==> src/rtl/alu_arbiter.sv <==
// alu_arbiter
//   Round-robin front end that shares one fixed-latency ALU among NUM_REQ
//   requesters. The granted op is registered onto the ALU input port with a
//   one-cycle enable pulse. A tag pipeline remembers which requester owns each
//   in-flight op, and the ALU result is routed back as a registered one-hot
//   response pulse.
//
// Ports
//   clock_in, reset_in               clock, synchronous active-high reset
//   req_valid_in / req_ready_out     per-requester issue handshake
//   req_opcode_in, req_a_in, req_b_in
//                                    packed per-requester fields,
//                                    lane i at [i*W +: W]
//   alu_enable_out, alu_opcode_out,
//   alu_input1_out, alu_input2_out   registered drive to the ALU
//   alu_output_in                    ALU result, ALU_LATENCY cycles after enable
//   resp_valid_out, resp_data_out    one-hot result pulse and its data
//   busy_out                         any op issued but not yet responded
module alu_arbiter #(
    parameter int NUM_REQ      = 4,
    parameter int DATA_WIDTH   = 8,
    parameter int OPCODE_WIDTH = 3,
    parameter int ALU_LATENCY  = 1
) (
    input  logic                           clock_in,
    input  logic                           reset_in,
    input  logic [NUM_REQ-1:0]             req_valid_in,
    output logic [NUM_REQ-1:0]             req_ready_out,
    input  logic [NUM_REQ*OPCODE_WIDTH-1:0] req_opcode_in,
    input  logic [NUM_REQ*DATA_WIDTH-1:0]  req_a_in,
    input  logic [NUM_REQ*DATA_WIDTH-1:0]  req_b_in,
    output logic                           alu_enable_out,
    output logic [OPCODE_WIDTH-1:0]        alu_opcode_out,
    output logic [DATA_WIDTH-1:0]          alu_input1_out,
    output logic [DATA_WIDTH-1:0]          alu_input2_out,
    input  logic [DATA_WIDTH-1:0]          alu_output_in,
    output logic [NUM_REQ-1:0]             resp_valid_out,
    output logic [DATA_WIDTH-1:0]          resp_data_out,
    output logic                           busy_out
);

    localparam int IDW    = (NUM_REQ > 1) ? $clog2(NUM_REQ) : 1;
    // Stage 0 lines up with the enable pulse; stage STAGES lines up with a
    // valid alu_output_in.
    localparam int STAGES = ALU_LATENCY;

    typedef struct packed {
        logic [OPCODE_WIDTH-1:0] opcode;
        logic [DATA_WIDTH-1:0]   a;
        logic [DATA_WIDTH-1:0]   b;
    } alu_req_t;

    alu_req_t [NUM_REQ-1:0]        lane_req;
    alu_req_t                      grant_req;
    logic     [IDW-1:0]            last_grant;
    logic     [IDW-1:0]            grant_idx;
    logic                          grant_any;
    logic                          transfer;
    logic     [STAGES:0]           vld_pipe;
    logic     [STAGES:0][IDW-1:0]  tag_pipe;

    // Unpack the flat per-requester buses into one struct per lane.
    for (genvar i = 0; i < NUM_REQ; i++) begin : g_lane
        assign lane_req[i].opcode = req_opcode_in[i*OPCODE_WIDTH +: OPCODE_WIDTH];
        assign lane_req[i].a      = req_a_in[i*DATA_WIDTH +: DATA_WIDTH];
        assign lane_req[i].b      = req_b_in[i*DATA_WIDTH +: DATA_WIDTH];
    end

    // Round-robin search starting just past the last granted index. k runs
    // to NUM_REQ so the last granted requester itself is checked last.
    always_comb begin
        int idx;
        idx       = 0;
        grant_idx = last_grant;
        grant_any = 1'b0;
        for (int k = 1; k <= NUM_REQ; k++) begin
            idx = (int'(last_grant) + k) % NUM_REQ;
            if (!grant_any && req_valid_in[IDW'(idx)]) begin
                grant_any = 1'b1;
                grant_idx = IDW'(idx);
            end
        end
    end

    assign transfer  = grant_any && !reset_in;
    assign grant_req = lane_req[grant_idx];

    always_comb begin
        req_ready_out = '0;
        if (transfer) req_ready_out[grant_idx] = 1'b1;
    end

    always_ff @(posedge clock_in) begin
        if (reset_in) begin
            last_grant     <= IDW'(NUM_REQ - 1);
            alu_enable_out <= 1'b0;
            alu_opcode_out <= '0;
            alu_input1_out <= '0;
            alu_input2_out <= '0;
            vld_pipe       <= '0;
            tag_pipe       <= '0;
            resp_valid_out <= '0;
            resp_data_out  <= '0;
        end else begin
            alu_enable_out <= transfer;
            if (transfer) begin
                last_grant <= grant_idx;
                {alu_opcode_out, alu_input1_out, alu_input2_out} <= grant_req;
            end
            // Tags shift unconditionally; only the valid bit gives them meaning.
            vld_pipe <= {vld_pipe[STAGES-1:0], transfer};
            tag_pipe <= {tag_pipe[STAGES-1:0], grant_idx};

            resp_valid_out <= '0;
            if (vld_pipe[STAGES]) begin
                resp_valid_out[tag_pipe[STAGES]] <= 1'b1;
                resp_data_out                    <= alu_output_in;
            end
        end
    end

    assign busy_out = alu_enable_out | (|vld_pipe) | (|resp_valid_out);

endmodule

==> config.mk <==
export PLATFORM = sky130hd
export DESIGN_NAME = alu_arbiter
export DESIGN_NICKNAME = d
export VERILOG_FILES = /design/src/rtl/alu_arbiter.sv
export SDC_FILE = /design/constraint.sdc
export NUM_CORES = 1
export LEC_CHECK = 0
export BUFFER_PORTS_ARGS = -buffer_cell sky130_fd_sc_hd__buf_4
export CAP_MARGIN = 20
export CORE_UTILIZATION = 47
export DETAILED_ROUTE_END_ITERATION = 16
export GPL_ROUTABILITY_DRIVEN = 1
export MAX_ROUTING_LAYER = met4
export PLACE_DENSITY = 0.82
export SLEW_MARGIN = 10
export SYNTH_ARGS = -nofsm -noshare
export SYNTH_HDL_FRONTEND = slang
export SYNTH_SLANG_ARGS = --single-unit
==> constraint.sdc <==
create_clock -name clock_in -period 3.9 [get_ports clock_in]
set_input_delay 0.195 -clock clock_in [delete_from_list [all_inputs] [get_ports clock_in]]
set_output_delay 0.195 -clock clock_in [all_outputs]
set_load 0.1 [all_outputs]
==> summary by stage <==
Status
The flow ran to the end, and the final reports show no timing, DRC or antenna violations.

Power and ir drop
The share of total power dissipated in sequential elements is 0.343. Of the total power, the clock network draws 0.194. Of the total power, the share spent switching nets is 0.4476.

The switching power is 0.6125 mW. The leakage power figure is 1.606 nW. The relative contribution of combinational cells to total power is 0.464. Cell internal power was estimated by the tool at 0.7558 mW. IR analysis of the VDD net gives a maximum drop of 0.2957 mV.

In this run the power density over the cells is 428.7 nW/um^2.

Logic synthesis
The gate count of the mapped netlist is 268. Counting flops with a built-in enable in the synthesized netlist gives 0. After synthesis, the share of cell area in mux cells is 0.1273. For this run, the number of Yosys warnings is 0. The sequential cell area fraction in the yosys report is 0.3547. The commonest register cell after synthesis is dfxtp_1. Counting flops and latches in the post-synthesis netlist gives 39. The share of flip-flops with an asynchronous set or reset after synthesis is 0. The post-synthesis share of cell area spent on and, or, nand and nor gates is 0.2149. Counting distinct cell types in the post-synthesis netlist gives 30. The average instance area after synthesis is 8.212 um^2. By area, the combinational part of the netlist is dominated by simple AND/OR/NAND/NOR gates. Summing every instance area after synthesis gives 2201 um^2.

The adder and majority cell fraction of the synthesized area is 0. The number of nets in the synthesized netlist is 358. The xor/xnor share of the synthesized area is 0. The complex-gate fraction of the synthesized area is 0.2103.

Global routing
The number of global-route vias before repair is 2283. The global routing usage summed across all routing layers is 0.2541. The residual overflow from global routing is 0. The number of antenna violations at the first check in global routing is 0. The wire length of the first global-routing pass is 9908 um. Entering global routing, the biggest net connects 41 pins.

Run
Across the run, the number of max-cap violations was 0.

Critical path
The library cell contributing the largest single delay on the critical path is a21o_1. STA classifies the critical path endpoint as an output port. The required time at the worst-slack endpoint is 3.70 ns. The critical path class is flip-flop to output port. The worst endpoint data arrival time is 2.49 ns. The type of origin of the critical path is a flip-flop. The largest single stage delay on the critical path is 0.57 ns. Traced cell by cell, the critical path runs through nand2b_1 -> a21o_1 -> nand3_4 -> nor2b_1 -> buf_4.

In this run the worst path has a maximum fanout of 24.

CTS
The number of buffers on the longest clock path is 2. The CTS tree is yes. After clock tree synthesis, the setup repair step added 0 buffers.

After clock tree synthesis, the clock-pin slew on the worst setup and hold paths is 0.08 ns. The clock insertion delay at the later pin of the skew report is 0.29 ns. The post-cts gate resize count is 0. The clock drives 39 sinks. The number of clock buffers added by TritonCTS is 5.

The number of levels the H-tree was split into is 2. The buffer cell driving the clock tree root is clkbuf_8. Hold repair after CTS inserted 0 buffers.

Place
The congestion estimate from routability-driven global placement came to 0.7861. Detailed placement ended at an HPWL of 4481 um. The quantity of I/O buffers inserted on ports is 126. Counting tap cells, the placed design contains a total of 426 instances.

Min path
The worst hold-check path type is primary input to flip-flop.

Cells and area
The area of the multi-input gates is 1221 um^2. The sequential cell area is 780.7 um^2. The repair_antennas step left the layout with diodes totalling 0. The layout has 374 filler cells.

The share of final-layout standard cells stronger than drive strength 1 is 0.4099. The area added between synthesis and finish is 45.03%. The final core utilization is 0.7231. The net total in the final layout is 472. Once layout is complete, the cells apart from fillers number 435.

Timing
After routing, the total negative slack on setup checks comes to 0 ns. Derived from the worst setup path, the maximum achievable clock frequency is 372.9 MHz. Setup repair after global routing left no endpoint under its margin. The actual transition at the worst max-transition pin is 1.005 ns. The final count of pins violating max slew is 0.

The clock arrives with 0.006616 ns of skew. The final period demand of the worst path is 2.681 ns. Hold timing on the final database bottoms out at a slack of 0.1406 ns. The hold violation total from the final report is 0. In the finished design, the share of the clock period the worst path needs comes to 0.6876. The total setup violations reported at the end of the flow is 0. Measured against its own limit, the worst slew margin works out to 0.3283.

Route
For this block, the via count after detailed routing is 2332. In this run, the number of DRC markers left after iteration 0 of detailed routing was 132. The first detailed-routing pass ran for 4 iterations. Dividing the detail-routed wire length by the instance count gives 14.09 um. Using the TritonRoute via totals, the vias-per-cell ratio works out to 5.361. For this run, design rule violations remaining after detail routing come to 0. Once detail routing completed, the nets flagged for antenna violations numbered 0. The total wire length after detailed routing is 6130 um.

Floorplan
For this configuration, the core starts out at a cell density of 0.4986. Measured along the y axis, the die boundary spans 70.43 um. The area of the core is 4414 um^2. The count of pins on the block boundary is 127.

The number of rows created at floorplan is 24. The floorplan step defined a die boundary enclosing 4960 um^2. In this run the horizontal extent of the chip is 70.43 um.
-- power groups by stage --
| stage | Sequential [mW] | Combinational (mW) | Clock [mW] |
|---|---|---|---|
| 2_1_floorplan | 0.737 | 0.218 | 0 |
| 3_3_place_gp | 0.476 | 0.627 | 0 |
| 3_5_place_dp | 0.478 | 0.633 | 0 |
| 4_1_cts | 0.469 | 0.635 | 0.273 |
| 5_1_grt | 0.473 | 0.664 | 0.286 |
| 6_report | 0.469 | 0.635 | 0.265 |
-- cells in the mapped netlist (all sizes together) (2+ instances only) --
cell type  count  share of area
o21ai         19          0.043
nor3          21          0.048
clkbuf         9          0.015
mux2i         28           0.13
nand2b         2         0.0057
nor4           2         0.0057
dfxtp         39           0.35
a31oi         21          0.060
o211ai        19          0.097
a21o           2         0.0068
inv           19          0.032
nor2          13          0.023
nand2         42          0.072
or2            3         0.0097
buf           13          0.045
nor2b          8          0.023
-- routing by layer --
| layer | global-route usage | part of all wire | wire, um | vias to the layer above |
|---|---|---|---|---|
| met5 | - | 0 | 0 | - |
| met4 | 0.1111 | 0.017 | 106 | 0 |
| met3 | 0.05916 | 0.052 | 319 | 11 |
| met2 | 0.4466 | 0.53 | 3258 | 74 |
| met1 | 0.2697 | 0.40 | 2446 | 1092 |
| li1 | - | - | - | 1155 |
-- final timing paths --
check             cells after the start  slack [ns]                        from                             end
setup / recovery                      5        1.22  last_grant[0]$_SDFFE_PP1P_                req_ready_out[0]
hold / removal                        3        0.14            alu_output_in[2]   resp_data_out[2]$_SDFFE_PP0P_
setup reg to reg                      5        1.69  last_grant[0]$_SDFFE_PP1P_  alu_input2_out[3]$_SDFFE_PP0P_
hold reg to reg                       1        0.44      tag_pipe[0]$_SDFF_PP0_          tag_pipe[2]$_SDFF_PP0_
-- layout by cell type, fill, tap and decap left out, drive strengths merged --
master / n
or3b: 1
nand3: 1
mux2i: 28
clkinv: 1
clkinvlp: 1
a21o: 2
buf: 129
nor2: 13
nand2: 42
a21oi: 1
and3b: 1
and3: 1
nand2b: 2
a31oi: 21
o21ai: 19
or2: 3
and2: 1
nor3: 21
inv: 19
nand3b: 1
o211ai: 19
nor2b: 8
clkbuf: 6
nor3b: 1
nor4: 2
dfxtp: 39
-- cell type report --
| type | count | share of cell area |
|---|---|---|
| Inverter | 19 | 0.02234 |
| Clock buffer | 6 | 0.02274 |
| Tap cell | 52 | 0.02038 |
| Multi-Input combinational cell | 188 | 0.3826 |
| Timing Repair Buffer | 129 | 0.3034 |
| Clock inverter | 2 | 0.003920 |
| Sequential cell | 39 | 0.2446 |
-- critical path, delay by kind of cell (launching register included) --
kind                   cells  cell delay, ns
and+or+nand+nor            3            0.93
AOI/OAI and AO/OA          1            0.57
DFF                        1            0.36
buffers and inverters      1            0.32
-- cells by family after synthesis --
group / after synthesis
flip-flops: 39
buffers and inverters: 41
AND/OR/NAND/NOR: 98
AO/OA/AOI/OAI: 62
multiplexers: 28
-- flip-flops by register name (all words and copies together) (netlist names) --
register / cells
alu_input1_out: 8
alu_input2_out: 8
alu_opcode_out: 3
last_grant: 2
resp_data_out: 8
resp_valid_out: 4
tag_pipe: 4
vld_pipe: 2
-- through the flow --
step / cell area [um^2] / setup slack [ns] / total power [mW]
finish: 3192 / 1.219 / 1.368
CTS: 3184 / 1.218 / 1.377
detailed placement: 3099 / 1.550 / 1.111
floorplan: 2201 / 1.195 / 0.9548
global placement: 3099 / 1.602 / 1.104
global route: 3192 / 1.040 / 1.423
Note: power is estimated with default switching activity, not from simulation.
